===== config.mk =====
export PLATFORM = sky130hd
export DESIGN_NAME = ncl_mult3_sync_bridge
export DESIGN_NICKNAME = d
export VERILOG_FILES = /design/src/rtl/ncl_mult3_sync_bridge.sv
export SDC_FILE = /design/constraint.sdc
export NUM_CORES = 1
export LEC_CHECK = 0
export CORE_MARGIN = 1
export CORE_UTILIZATION = 36
export DETAILED_ROUTE_END_ITERATION = 6
export PLACE_DENSITY = 0.58
export SYNTH_ARGS = -nofsm -noshare
export SYNTH_HDL_FRONTEND = slang
export SYNTH_SLANG_ARGS = --single-unit

===== constraint.sdc =====
create_clock -name clk -period 2.6 [get_ports clk]
set_input_delay 0.26 -clock clk [delete_from_list [all_inputs] [get_ports clk]]
set_output_delay 0.26 -clock clk [all_outputs]
set_load 0.02 [all_outputs]

===== src/rtl/ncl_mult3_sync_bridge.sv =====
// ncl_mult3_sync_bridge: clocked front/back end for the dual-rail 3x3 NCL
// multiplier. Binary operands become DATA/NULL wavefronts driven under the
// four-phase Ki/Ko protocol. The asynchronous dual-rail product is
// synchronized, completion-detected and returned as a binary product.
//
// Handshakes (both sides): a transfer happens on a rising clk edge where
// valid and ready are both 1. in_ready never depends on in_valid. Once
// out_valid is raised, out_valid, out_p and out_err stay stable until that
// transfer happens, unless a new result is captured in the same cycle as
// the pop.
module ncl_mult3_sync_bridge #(
    parameter int SYNC_STAGES = 2,
    parameter int TIMEOUT     = 255,
    parameter int RST_HOLD    = 4
) (
    input  logic       clk,
    input  logic       rst_n,
    input  logic       in_valid,
    output logic       in_ready,
    input  logic [2:0] in_a,
    input  logic [2:0] in_b,
    output logic       out_valid,
    input  logic       out_ready,
    output logic [5:0] out_p,
    output logic       out_err,
    output logic [2:0] mult_a_rail1,
    output logic [2:0] mult_a_rail0,
    output logic [2:0] mult_b_rail1,
    output logic [2:0] mult_b_rail0,
    output logic       mult_ki,
    output logic       mult_rst,
    input  logic       mult_ko,
    input  logic [5:0] mult_p_rail1,
    input  logic [5:0] mult_p_rail0
);

    localparam int         SW        = 13;
    localparam logic [7:0] TIMEOUT_C = 8'(TIMEOUT);
    localparam logic [7:0] HOLD_LAST = 8'(RST_HOLD - 1);
    localparam logic [7:0] SETTLE_C  = 8'(SYNC_STAGES);

    typedef enum logic [2:0] {
        ST_HOLD      = 3'd0,
        ST_IDLE      = 3'd1,
        ST_WAIT_DATA = 3'd2,
        ST_WAIT_NULL = 3'd3,
        ST_ABORT     = 3'd4
    } state_t;

    // Synchronizer chain: bit 12 = Ko, bits 11:6 = rail1, bits 5:0 = rail0.
    logic [SW-1:0] sync_q [SYNC_STAGES];
    logic [SW-1:0] sync_d [SYNC_STAGES];

    state_t     state_q, state_d;
    logic [7:0] cnt_q, cnt_d;
    logic       from_hold_q, from_hold_d;
    logic [2:0] a_rail1_q, a_rail1_d, a_rail0_q, a_rail0_d;
    logic [2:0] b_rail1_q, b_rail1_d, b_rail0_q, b_rail0_d;
    logic       ki_q, ki_d;
    logic       mrst_q, mrst_d;
    logic       out_valid_q, out_valid_d;
    logic [5:0] out_p_q, out_p_d;
    logic       out_err_q, out_err_d;

    logic       ko_s;
    logic [5:0] p1_s, p0_s;
    logic       p_complete, p_null, p_illegal;
    logic       hold_free, accept, cap_ok, cap_err;

    // Shift the raw multiplier signals through the synchronizer stages.
    always_comb begin
        sync_d[0] = {mult_ko, mult_p_rail1, mult_p_rail0};
        for (int i = 1; i < SYNC_STAGES; i++) begin
            sync_d[i] = sync_q[i-1];
        end
    end

    // Synchronizer flops, cleared by reset like every other register.
    always_ff @(posedge clk or negedge rst_n) begin
        if (!rst_n) begin
            for (int i = 0; i < SYNC_STAGES; i++) begin
                sync_q[i] <= '0;
            end
        end else begin
            sync_q <= sync_d;
        end
    end

    assign ko_s       = sync_q[SYNC_STAGES-1][12];
    assign p1_s       = sync_q[SYNC_STAGES-1][11:6];
    assign p0_s       = sync_q[SYNC_STAGES-1][5:0];
    assign p_complete = &(p1_s ^ p0_s);
    assign p_null     = ~|{p1_s, p0_s};
    assign p_illegal  = |(p1_s & p0_s);

    // The holding register can take a result if it is empty or popping now.
    assign hold_free = ~out_valid_q | out_ready;

    // After a multiplier reset, wait SYNC_STAGES cycles in IDLE before
    // trusting Ko/NULL, so the synchronizers reflect post-reset values.
    assign in_ready = (state_q == ST_IDLE) && ko_s && p_null &&
                      (!from_hold_q || (cnt_q >= SETTLE_C));

    // Next-state logic and per-transition events.
    always_comb begin
        state_d = state_q;
        accept  = 1'b0;
        cap_ok  = 1'b0;
        cap_err = 1'b0;
        case (state_q)
            ST_HOLD: begin
                if (cnt_q >= HOLD_LAST) state_d = ST_IDLE;
            end
            ST_IDLE: begin
                if (p_illegal) begin
                    state_d = ST_ABORT;
                end else if (in_valid && in_ready) begin
                    accept  = 1'b1;
                    state_d = ST_WAIT_DATA;
                end
            end
            ST_WAIT_DATA: begin
                if (p_illegal) begin
                    state_d = ST_ABORT;
                end else if (p_complete && !ko_s && hold_free) begin
                    cap_ok  = 1'b1;
                    state_d = ST_WAIT_NULL;
                end else if (cnt_q == TIMEOUT_C) begin
                    state_d = ST_ABORT;
                end
            end
            ST_WAIT_NULL: begin
                if (p_illegal) begin
                    state_d = ST_ABORT;
                end else if (p_null && ko_s) begin
                    state_d = ST_IDLE;
                end else if (cnt_q == TIMEOUT_C) begin
                    state_d = ST_ABORT;
                end
            end
            ST_ABORT: begin
                if (hold_free) begin
                    cap_err = 1'b1;
                    state_d = ST_HOLD;
                end
            end
            default: state_d = ST_HOLD;
        endcase
    end

    // Wait counter, settle flag, rails, Ki/rst and the result holding register.
    always_comb begin
        if (state_d != state_q) begin
            cnt_d = '0;
        end else if (cnt_q == TIMEOUT_C) begin
            cnt_d = cnt_q;
        end else begin
            cnt_d = cnt_q + 8'd1;
        end

        if (state_q == ST_HOLD) begin
            from_hold_d = 1'b1;
        end else if (state_q == ST_IDLE) begin
            from_hold_d = from_hold_q;
        end else begin
            from_hold_d = 1'b0;
        end

        a_rail1_d = a_rail1_q;
        a_rail0_d = a_rail0_q;
        b_rail1_d = b_rail1_q;
        b_rail0_d = b_rail0_q;
        if (accept) begin
            a_rail1_d = in_a;
            a_rail0_d = ~in_a;
            b_rail1_d = in_b;
            b_rail0_d = ~in_b;
        end else if (state_d != ST_WAIT_DATA) begin
            a_rail1_d = '0;
            a_rail0_d = '0;
            b_rail1_d = '0;
            b_rail0_d = '0;
        end

        ki_d   = (state_d == ST_IDLE) || (state_d == ST_WAIT_DATA);
        mrst_d = (state_d == ST_HOLD);

        out_valid_d = out_valid_q;
        out_p_d     = out_p_q;
        out_err_d   = out_err_q;
        if (out_valid_q && out_ready) out_valid_d = 1'b0;
        if (cap_ok) begin
            out_valid_d = 1'b1;
            out_p_d     = p1_s;
            out_err_d   = 1'b0;
        end else if (cap_err) begin
            out_valid_d = 1'b1;
            out_p_d     = '0;
            out_err_d   = 1'b1;
        end
    end

    // State and datapath registers.
    always_ff @(posedge clk or negedge rst_n) begin
        if (!rst_n) begin
            state_q     <= ST_HOLD;
            cnt_q       <= '0;
            from_hold_q <= 1'b0;
            a_rail1_q   <= '0;
            a_rail0_q   <= '0;
            b_rail1_q   <= '0;
            b_rail0_q   <= '0;
            ki_q        <= 1'b0;
            mrst_q      <= 1'b1;
            out_valid_q <= 1'b0;
            out_p_q     <= '0;
            out_err_q   <= 1'b0;
        end else begin
            state_q     <= state_d;
            cnt_q       <= cnt_d;
            from_hold_q <= from_hold_d;
            a_rail1_q   <= a_rail1_d;
            a_rail0_q   <= a_rail0_d;
            b_rail1_q   <= b_rail1_d;
            b_rail0_q   <= b_rail0_d;
            ki_q        <= ki_d;
            mrst_q      <= mrst_d;
            out_valid_q <= out_valid_d;
            out_p_q     <= out_p_d;
            out_err_q   <= out_err_d;
        end
    end

    assign mult_a_rail1 = a_rail1_q;
    assign mult_a_rail0 = a_rail0_q;
    assign mult_b_rail1 = b_rail1_q;
    assign mult_b_rail0 = b_rail0_q;
    assign mult_ki      = ki_q;
    assign mult_rst     = mrst_q;
    assign out_valid    = out_valid_q;
    assign out_p        = out_p_q;
    assign out_err      = out_err_q;

endmodule

==> impl_metrics.env <==
export IMPL_dpl_instance_area_um2=3247
export IMPL_avgSynthCellArea_um2=12.78
export IMPL_netlist_area_um2=2684
export IMPL_utilization_pct=47.90
export IMPL_path_max_fanout=4
export IMPL_clockRootBuffer="clkbuf_8"
export IMPL_portBuffers=45
export IMPL_finClkSkew_ns=0.006575
export IMPL_ys_ff_latch=60
export IMPL_max_vdd_ir_drop_v=0.0003436
export IMPL_cts_clk_slew_worst_paths_ns=0.06
export IMPL_rr_worst_depth=8
export IMPL_netSwitchingPower_uw=709.2
export IMPL_grt_overflow=0
export IMPL_r2r_slack_ns=0.24
export IMPL_wl_per_cell_um=13.18
export IMPL_fin_cells=369
export IMPL_drv_cap=0
export IMPL_cp_data_required_time_ns=2.34
export IMPL_syn_to_final_growth_pct=28.76
export IMPL_cts_tree="done"
export IMPL_grt_use_met3_pct=3.638
export IMPL_yosysUniqueCellTypes=49
export IMPL_power_frac_seq_pct=42.7
export IMPL_outcome="finished, final reports clean"
export IMPL_grt_setup_unrepaired="false"
export IMPL_use_met2_pct=19.58
export IMPL_post_route_min_period_ns=2.458
export IMPL_dr_pass1_iters=4
export IMPL_dr_first_iter_drc_count=95
export IMPL_timing_fmax_mhz=406.8
export IMPL_yosysTopAreaCellShare_pct=55.01
export IMPL_cp_slowest_cell="clkdlybuf4s50_1"
export IMPL_critical_path_class="reg -> out"
export IMPL_startpoint_type="flip-flop"
export IMPL_cp_arrival_ns=2.20
export IMPL_power_uw=2542
export IMPL_track_usage_pct=14.30
export IMPL_cts_inserted_buffers=9
export IMPL_worst_slew_pin_slew_ns=0.7421
export IMPL_worstSetupStartpoint="p1_s[2]$_DFF_PN0_"
export IMPL_synth_async_reset_ratio_pct=100.0
export IMPL_finalSetupViolCount=0
export IMPL_clkLatencyLatePin_ns=0.33
export IMPL_first_global_vias=1681
export IMPL_cts_hold_buf=0
export IMPL_die_h_um=88.34
export IMPL_hold_class="in -> async"
export IMPL_ys_seq_area_share_pct=55.99
export IMPL_start_util_pct=37.20
export IMPL_setup_tns_ns=0
export IMPL_crit_top_cell="nor3_1"
export IMPL_syn_nets=241
export IMPL_multiInputGateArea_um2=1107
export IMPL_dieArea_um2=7804
export IMPL_worstReg2RegEnd="cnt_q[2]$_DFFE_PN0P_"
export IMPL_yosys_top_cells_area="dfrtp_1 55%, o22ai_2 4.7%, nand2_1 4.2%, ha_1 3.7%, nor4_4 3.2%"
export IMPL_slew_headroom_pct=50.53
export IMPL_drv_slew=0
export IMPL_period_share_pct=94.54
export IMPL_endpoint_kind="primary output"
export IMPL_use_met1_pct=20.22
export IMPL_dr_total_vias=1731
export IMPL_cts_resized=0
export IMPL_drc=0
export IMPL_dp_hpwl_um=3394
export IMPL_grt_max_degree=61
export IMPL_crit_chain="nor3_1, nand4_4, nor3_1, clkdlybuf4s50_1"
export IMPL_drive_gt1_share_pct=21.11
export IMPL_yosysWarningCount=0
export IMPL_reg2reg_from="p1_s[1]$_DFF_PN0_"
export IMPL_switching_share_pct=27.90
export IMPL_place_congestion=0.7622
export IMPL_vias_per_cell=4.691
export IMPL_rows=31
export IMPL_cts_sinks=60
export IMPL_ys_flop_type="dfrtp_1"
export IMPL_finalWirelength_um=4864
export IMPL_hold_violations=0
export IMPL_crit_path_max_incr_delay_ns=0.63
export IMPL_dp_cells=353
export IMPL_cts_htree_levels=3
export IMPL_combPwrFrac_pct=22.5
export IMPL_antenna_found_initial=0
export IMPL_io_pins=46
export IMPL_seq_area_um2=1503
export IMPL_powerDensity_nw_per_um2=735.5
export IMPL_p_leak_uw=0.001450
export IMPL_busiest_layer="met1"
export IMPL_cellInternalPower_uw=1833
export IMPL_synth_edff_count=0
export IMPL_core_um2=7214
export IMPL_clockBufferDepth=2
export IMPL_syn_inst=210
export IMPL_die_x_um=88.34
export IMPL_antenna_cells=0
export IMPL_clockPowerShare_pct=34.8
export IMPL_fin_area_um2=3456
export IMPL_nets=296
export IMPL_n_fill_cell=661
export IMPL_antenna_left=0
export IMPL_cts_setup_buffers=0
export IMPL_grt_pass1_wl_um=8224
export IMPL_yosysTopAreaCell="dfrtp_1"
## layout by cell type, fill, tap and decap left out, types with 2 or more instances in the layout
| cell type | Yosys | layout |
|---|---|---|
| o21ai_0 | 6 | 6 |
| nor3b_1 | 3 | 3 |
| bufinv_16 | 0 | 2 |
| and3_1 | 3 | 3 |
| ha_1 | 8 | 8 |
| nand2_1 | 30 | 30 |
| inv_1 | 8 | 8 |
| dfrtp_1 | 59 | 59 |
| xnor2_1 | 2 | 2 |
| nand4_1 | 2 | 2 |
| clkbuf_1 | 1 | 3 |
| nor2b_1 | 2 | 2 |
| o31ai_1 | 2 | 2 |
| nor3_1 | 4 | 4 |
| clkbuf_8 | 0 | 9 |
| nor4_4 | 4 | 4 |
| buf_4 | 1 | 5 |
| nand2b_1 | 3 | 3 |
| nand4b_1 | 3 | 3 |
| o22ai_1 | 2 | 2 |
| clkdlybuf4s50_1 | 0 | 44 |
| nor4b_4 | 2 | 2 |
| nor2_1 | 11 | 11 |
| xor2_1 | 3 | 3 |
| a2111oi_2 | 2 | 2 |
| nor3_2 | 8 | 8 |
| o22ai_2 | 10 | 10 |
| a21oi_1 | 5 | 5 |
## worst max-delay path by stage
stage,end,slack (ns),cells past startpoint
after detailed placement,cnt_q[2]$_DFFE_PN0P_,0.24,8
after global routing,cnt_q[2]$_DFFE_PN0P_,0.06,8
after floorplan,cnt_q[1]$_DFFE_PN0P_,0.45,7
after CTS,in_ready,0.13,4
final,in_ready,0.14,4
after global placement,cnt_q[2]$_DFFE_PN0P_,0.33,8
## state kept, by name, indices dropped and copies added, names as in the netlist, 6 cells and up
name	cells
cnt_q	8
out_p	6
p1_s	6
sync_d	13
p0_s	6
## per-layer routing
metal | part of all wire [%] | vias to the layer above
li1 | - | 859
met3 | 4.2 | 7
met4 | 2.0 | 0
met2 | 43 | 34
met1 | 51 | 831
met5 | 0 | -
## Yosys cell counts, types with 3 or more instances
master / instances
a21oi_1: 5
and3_1: 3
dfrtp_1: 59
ha_1: 8
inv_1: 8
nand2_1: 30
nand2b_1: 3
nand4b_1: 3
nor2_1: 11
nor3_1: 4
nor3_2: 8
nor3b_1: 3
nor4_4: 4
o21ai_0: 6
o22ai_2: 10
xor2_1: 3
## worst max-delay path: cells and delay by family, from the launching register on
family        cells  cell delay [ns]
flops             1             0.40
buf+inv           1             0.63
simple gates      3             0.83
## cell families after synthesis
kind of cell	after synthesis	share of synthesized area, %
AOI/OAI and AO/OA	35	12.12
xor gates and xnor gates	5	1.632
adders and majority gates	8	3.730
buffers and inverters	14	2.751
DFF	60	55.99
muxes	1	0.3730
and+or+nand+nor	87	23.40
## metrics by stage
stage | hold WS (ns) | worst slack (ns)
finish | 0.07952 | 0.1420
global route | 0.1504 | 0.05679
CTS | 0.1133 | 0.1283
detailed placement | 0.3347 | 0.2385
global placement | 0.3347 | 0.3290
floorplan | -0.03559 | 0.4471
## area by class of cell
cell class	instances	area share [%]
inverters	8	0.8689
clock buffers	12	3.910
repair buffers	50	13.98
clock inverters	4	2.136
flip-flops and latches	60	43.48
multi-input cells	136	32.04
well taps	99	3.584
## power groups by stage
stage | Clock, uW | Sequential, uW | Combinational (uW)
floorplan | 0 | 1110 | 371
global placement | 0 | 1100 | 570
detailed placement | 0 | 1100 | 575
CTS | 913 | 1090 | 577
global route | 961 | 1100 | 626
finish | 884 | 1090 | 571
(Power assumes the default switching activity.)
